==> src/rtl/lsu_arbiter_pkg.sv <==
// Shared types and constants for the two-port LSU arbiter.
package lsu_arbiter_pkg;

   localparam int LSU_AW = 12;

   localparam logic [3:0] MASK_B = 4'b0001;
   localparam logic [3:0] MASK_H = 4'b0011;
   localparam logic [3:0] MASK_W = 4'b1111;

   typedef enum logic [1:0] {IDLE, ACCESS, WAIT, RESP} state_t;

   typedef struct packed {
      logic              we;
      logic [LSU_AW-1:0] addr;
      logic [31:0]       wdata;
      logic [3:0]        mask;
      logic              unsign;
   } lsu_req_t;

   // True when the mask is not a legal size or the address is misaligned for it.
   function automatic logic align_err(input logic [3:0] mask, input logic [1:0] addr_lo);
      if (mask == MASK_B)      return 1'b0;
      else if (mask == MASK_H) return addr_lo[0];
      else if (mask == MASK_W) return (addr_lo != 2'b00);
      else                     return 1'b1;
   endfunction

endpackage

==> src/rtl/lsu_arbiter_rr_arb2.sv <==
// Stateless two-input round-robin grant; the caller keeps last_grant.
module rr_arb2 (
   input  logic [1:0] i_req,
   input  logic       i_last_grant,
   input  logic       i_accept,
   output logic [1:0] o_gnt
);

   assign o_gnt[0] = i_accept & i_req[0] & (~i_req[1] | i_last_grant);
   assign o_gnt[1] = i_accept & i_req[1] & (~i_req[0] | ~i_last_grant);

endmodule

==> src/rtl/lsu_arbiter.sv <==
// Two-port sequencer sharing one LSU path, one transaction in flight.
// Optional request alignment checking: define LSU_ARBITER_ALIGN_CHECK_EN.
//
// state  | meaning
// IDLE   | waiting for a request; grant and capture on handshake
// ACCESS | one-cycle LSU access (only cycle st_en may be high)
// WAIT   | counting out the load latency
// RESP   | one-cycle response pulse to the owning port
module lsu_arbiter
   import lsu_arbiter_pkg::*;
#(
   parameter int LD_LATENCY = 1,
   parameter int AW         = LSU_AW
) (
   input  logic          clk_i,
   input  logic          rst_i,
   input  logic          req0_valid_i,
   output logic          req0_ready_o,
   input  logic          req0_we_i,
   input  logic [AW-1:0] req0_addr_i,
   input  logic [31:0]   req0_wdata_i,
   input  logic [3:0]    req0_mask_i,
   input  logic          req0_unsign_i,
   output logic          rsp0_valid_o,
   output logic [31:0]   rsp0_rdata_o,
   output logic          rsp0_err_o,
   input  logic          req1_valid_i,
   output logic          req1_ready_o,
   input  logic          req1_we_i,
   input  logic [AW-1:0] req1_addr_i,
   input  logic [31:0]   req1_wdata_i,
   input  logic [3:0]    req1_mask_i,
   input  logic          req1_unsign_i,
   output logic          rsp1_valid_o,
   output logic [31:0]   rsp1_rdata_o,
   output logic          rsp1_err_o,
   output logic          lsu_st_en_o,
   output logic [AW-1:0] lsu_addr_o,
   output logic [31:0]   lsu_st_data_o,
   output logic [3:0]    lsu_mask_o,
   output logic          lsu_unsign_o,
   input  logic [31:0]   lsu_ld_data_i
);

   localparam logic [1:0] CNT_INIT = (LD_LATENCY > 0) ? 2'(LD_LATENCY - 1) : 2'd0;

   state_t     r_state;
   state_t     w_state_nxt;
   logic       r_last;
   logic       r_port;
   lsu_req_t   r_req;
   logic [31:0] r_rdata;
   logic [1:0] r_cnt;

   logic [1:0] w_gnt;
   logic       w_hs;
   logic       w_err;
   lsu_req_t   w_sel;
   logic       w_rsp0;
   logic       w_rsp1;

   rr_arb2 u_arb (
      .i_req        ({req1_valid_i, req0_valid_i}),
      .i_last_grant (r_last),
      .i_accept     (r_state == IDLE),
      .o_gnt        (w_gnt)
   );

   assign w_hs = |w_gnt;
   assign req0_ready_o = w_gnt[0];
   assign req1_ready_o = w_gnt[1];

   assign w_sel = w_gnt[1]
      ? '{we: req1_we_i, addr: req1_addr_i, wdata: req1_wdata_i, mask: req1_mask_i, unsign: req1_unsign_i}
      : '{we: req0_we_i, addr: req0_addr_i, wdata: req0_wdata_i, mask: req0_mask_i, unsign: req0_unsign_i};

`ifdef LSU_ARBITER_ALIGN_CHECK_EN
   logic r_err;

   assign w_err = w_hs & align_err(w_sel.mask, w_sel.addr[1:0]);

   always_ff @(posedge clk_i) begin
      if (rst_i)     r_err <= 1'b0;
      else if (w_hs) r_err <= w_err;
   end

   assign rsp0_err_o = w_rsp0 & r_err;
   assign rsp1_err_o = w_rsp1 & r_err;
`else
   assign w_err      = 1'b0;
   assign rsp0_err_o = 1'b0;
   assign rsp1_err_o = 1'b0;
`endif

   always_comb begin
      w_state_nxt = r_state;
      case (r_state)
         IDLE:    if (w_hs) w_state_nxt = w_err ? RESP : ACCESS;
         ACCESS:  w_state_nxt = (r_req.we || LD_LATENCY == 0) ? RESP : WAIT;
         WAIT:    if (r_cnt == 2'd0) w_state_nxt = RESP;
         RESP:    w_state_nxt = IDLE;
         default: w_state_nxt = IDLE;
      endcase
   end

   always_ff @(posedge clk_i) begin
      if (rst_i) begin
         r_state <= IDLE;
         r_last  <= 1'b1;
         r_port  <= 1'b0;
         r_req   <= '0;
         r_rdata <= '0;
         r_cnt   <= '0;
      end else begin
         r_state <= w_state_nxt;
         if (w_hs) begin
            r_last  <= w_gnt[1];
            r_port  <= w_gnt[1];
            r_rdata <= '0;
            // Rejected requests leave the LSU-facing registers untouched.
            if (!w_err) r_req <= w_sel;
         end
         if (r_state == ACCESS) begin
            r_cnt <= CNT_INIT;
            if (r_req.we)              r_rdata <= '0;
            else if (LD_LATENCY == 0)  r_rdata <= lsu_ld_data_i;
         end
         if (r_state == WAIT) begin
            r_cnt <= r_cnt - 2'd1;
            if (r_cnt == 2'd0) r_rdata <= lsu_ld_data_i;
         end
      end
   end

   assign lsu_st_en_o   = (r_state == ACCESS) & r_req.we;
   assign lsu_addr_o    = r_req.addr;
   assign lsu_st_data_o = r_req.wdata;
   assign lsu_mask_o    = r_req.mask;
   assign lsu_unsign_o  = r_req.unsign;

   assign w_rsp0 = (r_state == RESP) & ~r_port;
   assign w_rsp1 = (r_state == RESP) &  r_port;

   assign rsp0_valid_o = w_rsp0;
   assign rsp1_valid_o = w_rsp1;
   assign rsp0_rdata_o = w_rsp0 ? r_rdata : 32'd0;
   assign rsp1_rdata_o = w_rsp1 ? r_rdata : 32'd0;

endmodule

==> config.mk <==
export PLATFORM = sky130hd
export DESIGN_NAME = lsu_arbiter
export DESIGN_NICKNAME = d
export VERILOG_FILES = /design/src/rtl/lsu_arbiter_pkg.sv /design/src/rtl/lsu_arbiter_rr_arb2.sv /design/src/rtl/lsu_arbiter.sv
export SDC_FILE = /design/constraint.sdc
export NUM_CORES = 1
export LEC_CHECK = 0
export ABC_CLOCK_PERIOD_IN_PS = 3000
export CAP_MARGIN = 40
export CORE_MARGIN = 2
export CORE_UTILIZATION = 30
export CTS_CLUSTER_DIAMETER = 120
export CTS_CLUSTER_SIZE = 14
export DETAILED_ROUTE_END_ITERATION = 12
export SYNTH_ARGS = -nofsm -noshare
export SYNTH_HDL_FRONTEND = slang
export SYNTH_SLANG_ARGS = --single-unit
==> constraint.sdc <==
create_clock -name clk_i -period 3 [get_ports clk_i]
set_clock_uncertainty 0.05 [all_clocks]
set_input_delay 0.6 -clock clk_i [delete_from_list [all_inputs] [get_ports clk_i]]
set_output_delay 0.6 -clock clk_i [all_outputs]
set_load 0.005 [all_outputs]
; ---- Yosys cells after proc, flatten, opt, wreduce, memory -nomap -nowiden
; Cells that the tools add are included.
[word_totals]
register_bits = 88
in_bits = 136
output_inout_bits = 120
[classes]
n_addsub = 1
n_eq_ne = 5
n_mux = 14
n_bitwise = 13
n_reduce_logical = 5
[ops]
columns = op, count
row1 = $mux 32, 7
row2 = $mux 50, 1
row3 = $mux 2, 4
row4 = $pmux 2 s4, 1
row5 = $and 1x1->1, 7
row6 = $eq 2x2->1 const B, 2
row7 = $logic_not 2->1, 2
row8 = $not 1->1, 4
row9 = $eq 2x1->1 const B, 1
row10 = $ne 2x1->1 const B, 1
row11 = $ne 2x2->1 const B, 1
row12 = $or 1x1->1, 2
row13 = $reduce_and 2->1, 1
row14 = $reduce_bool 2->1, 1
row15 = $reduce_or 2->1, 1
row16 = $sub 2x1->2 const B, 1
row17 = $mux 1, 1

; ---- Longest topological paths before layout
[logic_depth]
word_depth = 9
ltp_mapped = 8
mapped_depth_nobuf = 5

; ---- Hierarchy
; A second synthesis with hierarchy kept.
[hier_totals]
cells_unflattened = 497
hier_area_um2 = 4870.9
[modules_own_cells]
columns = module, instances, cells_each, area_each_um2, seq_area_each_um2
row1 = lsu_arbiter, 1, 492, 4849.7, 1761.7
row2 = rr_arb2, 1, 5, 21.3, 0.0

; ---- Worst setup path after synthesis
; No wires, ideal clock.
[synth_timing]
path_type = input to output
start = in req0_valid_i
end = out req1_ready_o
arrival_ns = 1.413
required_time_ns = 2.350
slack_ns = 0.937
path_stages = 6
n_path_buf = 3
path_cell_list = and2_1 -> buf_2 -> or2_1 -> buf_4 -> buf_6 -> inv_1
[synth_between]
elab_chain_len = 3
[synth_lines]
columns = item, line_no
row1 = from (decl), lsu_arbiter.sv:17  ; input logic req0_valid_i,
row2 = $not 1->1, lsu_arbiter_rr_arb2.sv:10  ; assign o_gnt[1] = i_accept & i_req[1] & (~i_req[0] | ~i_last_grant);
row3 = $or 1x1->1, lsu_arbiter_rr_arb2.sv:10
row4 = $and 1x1->1, lsu_arbiter_rr_arb2.sv:10
row5 = to (decl), lsu_arbiter.sv:28  ; output logic req1_ready_o,
; Every way passes these cells.

; ---- Worst setup path after layout
; Ends and elaborated chain as after synthesis.

==> flow_summary_export.csv <==
group,metric,value,unit
timing,finalSetupViolCount,0,
clocking,cts_tree,"yes",
clocking,hold_buffers,0,
timing,maxSlewHeadroom,0.512,
timing,hold_viol,0,
critical_path,worst-setup-path-type,"in2out",
run,max_cap_viol_count,0,
final_layout,area_growth_syn_to_layout,53.7,%
clocking,cts.clk_slew.worst_paths,70,ps
status,outcome,"complete, no violations",
placed_design,dpl_cell_area,7190,µm²
logic_synthesis,synth_seq_cells,88,
logic_synthesis,yosysWarnings,0,
timing,finalCritPeriodShare,0.909,
detailed_routing,vias_per_cell,4.99,
critical_path,cp-start-kind,"primary input",
clocking,h-tree-depth,3,
logic_synthesis,async_flop_share,0,
clocking,cts_setup_buffers,0,
floorplan,core,15900,µm²
min_path,hp-class,"reg2reg",
clocking,cts_sinks,88,
logic_synthesis,syn_inst,534,
final_layout,stdcell_area,7490,µm²
floorplan,io_pins,256,
global_route,grt_max_degree,54,
timing,fmax,0.367,GHz
floorplan,die_area,17300,µm²
global_route,antenna_found_initial,0,
detailed_routing,drc,0,
logic_synthesis,synthTopCellsByArea,"dfxtp_1 (36%), buf_4 (7.9%), nor3b_1 (7.7%)",
global_route,grt_util_all_layers,0.188,
clocking,cts_buffer_depth,2,
detailed_routing,ant_nets,0,
critical_path,worstSetupEndpointType,"output pin",
final_layout,nets,856,
final_layout,layout-drive-gt1-share,0.0876,
global_route,gr-total-overflow,0,
detailed_routing,vias,4663,
timing,rsz0062_at_grt,"no",
critical_path,crit_arrival,2080,ps
final_layout,multi_input_comb_area,2450,µm²
global_route,grt_pass1_vias,4634,
clocking,cts_resized,0,
final_layout,fillers,1528,
logic_synthesis,synthesis.area,4870,µm²
timing,final.setup.tns,0,ps
detailed_routing,drtIter0Drc,134,
logic_synthesis,avgSynthCellArea,9.13,µm²
placed_design,hpwl,11600,µm
critical_path,cp.required,2350,ps
logic_synthesis,synth_top_area_cell,"dfxtp_1",
logic_synthesis,ys.flop_type,"dfxtp_1",
power_and_ir_drop,irDropWorstVdd,0.407,mV
detailed_routing,drt_pass1_iterations,6,
power_and_ir_drop,p_per_area,679,nW/µm²
detailed_routing,finalWirelength,16400,µm
global_route,grt_pass1_wl,25900,µm
timing,tightest_slew,732,ps
critical_path,ff2ff_path_depth,7,
placed_design,place_congestion,0.817,
timing,min_period,2730,ps
logic_synthesis,synthMostInstantiatedCell,"dfxtp_1",
detailed_routing,wl_per_cell,17.6,µm
floorplan,start_util,0.307,
logic_synthesis,synthTopCellsByCount,"dfxtp_1 (88), buf_4 (51), nor3_1 (51)",
placed_design,port_buffers,253,
final_layout,seq_area,1760,µm²
min_path,hold_depth,2,
floorplan,dieWidth,131,µm
clocking,cts_buffers,9,
floorplan,rows,46,
logic_synthesis,synth_top_area_frac,0.361,
power_and_ir_drop,p_leak,2.81,nW
timing,slew_viol_final,0,
clocking,clock-root-buffer,"clkbuf_16",
logic_synthesis,synth-seq-area-share,0.361,
clocking,clk_latency,340,ps
final_layout,antenna_cells,0,
floorplan,die_height,131,µm
critical_path,path_max_fanout,2,
logic_synthesis,ys_types,30,
logic_synthesis,synth_edf_count,0,
==> metrics by stage <==
stage | hold slack [ps] | cells | worst slack, ps | total power, W | util
2_1_floorplan | 400 | 535 | 937 | 0.00327 | -
5_1_grt | 459 | 935 | 156 | 0.00541 | 0.472
3_3_place_gp | 406 | 919 | 289 | 0.00394 | 0.453
4_1_cts | 444 | 935 | 244 | 0.00516 | 0.472
3_5_place_dp | 426 | 919 | 270 | 0.00399 | 0.453
6_report | 437 | 935 | 272 | 0.00509 | 0.472
==> per-layer routing <==
layer / routed length (µm) / vias up / share of wire / global-route usage
li1: - / 2240 / - / -
met1: 7240 / 2203 / 0.44 / 0.237
met3: 1170 / 27 / 0.072 / 0.0486
met4: 394 / 0 / 0.024 / 0.0737
met5: 0 / - / 0 / 0
met2: 7610 / 193 / 0.46 / 0.306
==> where the power goes <==
part           switching [W]  internal (W)
sequential          0.000179       0.00149
combinational        0.00111       0.00116
clock               0.000499      0.000646
total                0.00179       0.00329
==> placed cells by master (no fill, tap or decap), drive strengths merged, types with 9 or more instances in the layout <==
cell type,Yosys,layout
nor3b,50,50
clkdlybuf4s50,0,252
dfxtp,88,88
a211oi,50,50
o21bai,50,50
a22o,32,32
nor3,51,51
buf,64,21
and2,35,35
and3,32,32
clkbuf,41,9
==> registers in the layout, summed over array words and instances, names as in the netlist <==
name,cells
lsu_mask_o,4
lsu_addr_o,12
r_state,2
lsu_st_data_o,32
r_port,1
r_last,1
r_rdata,32
r_cnt,2
r_req,1
lsu_unsign_o,1
==> final cells by class <==
type / count / share of cell area
timing repair buffer: 273 / 0.359
tap: 216 / 0.0361
inverter: 6 / 0.00301
clock inverter: 7 / 0.00969
multi-input combinational: 336 / 0.327
sequential: 88 / 0.235
clock buffer: 9 / 0.0301
==> final timing paths <==
check	startpoint	endpoint	slack (ps)
worst max-delay path	req0_valid_i	req1_ready_o	270
worst min-delay path	r_cnt[0]	r_cnt[0]	440
worst max register to register	r_state[0]	lsu_st_data_o[26]	680
worst min register to register	r_cnt[0]	r_cnt[0]	440
==> critical path: stages <==
cell and delay (ps):
clkdlybuf4s50_1 430, and2_2 210, or2_2 280, inv_1 60
clkdlybuf4s50_1 490
==> cells by family (layout without fill, tap and decap cells) <==
group	after synthesis	after routing	synth area share
compound gates	141	141	0.242
fa+ha+maj	6	6	0.0154
buf+inv	111	295	0.140
flops	88	88	0.361
mux	1	1	0.00205
other cells	1	2	0.000769
simple gates	186	186	0.238
(Power assumes the default switching activity.)
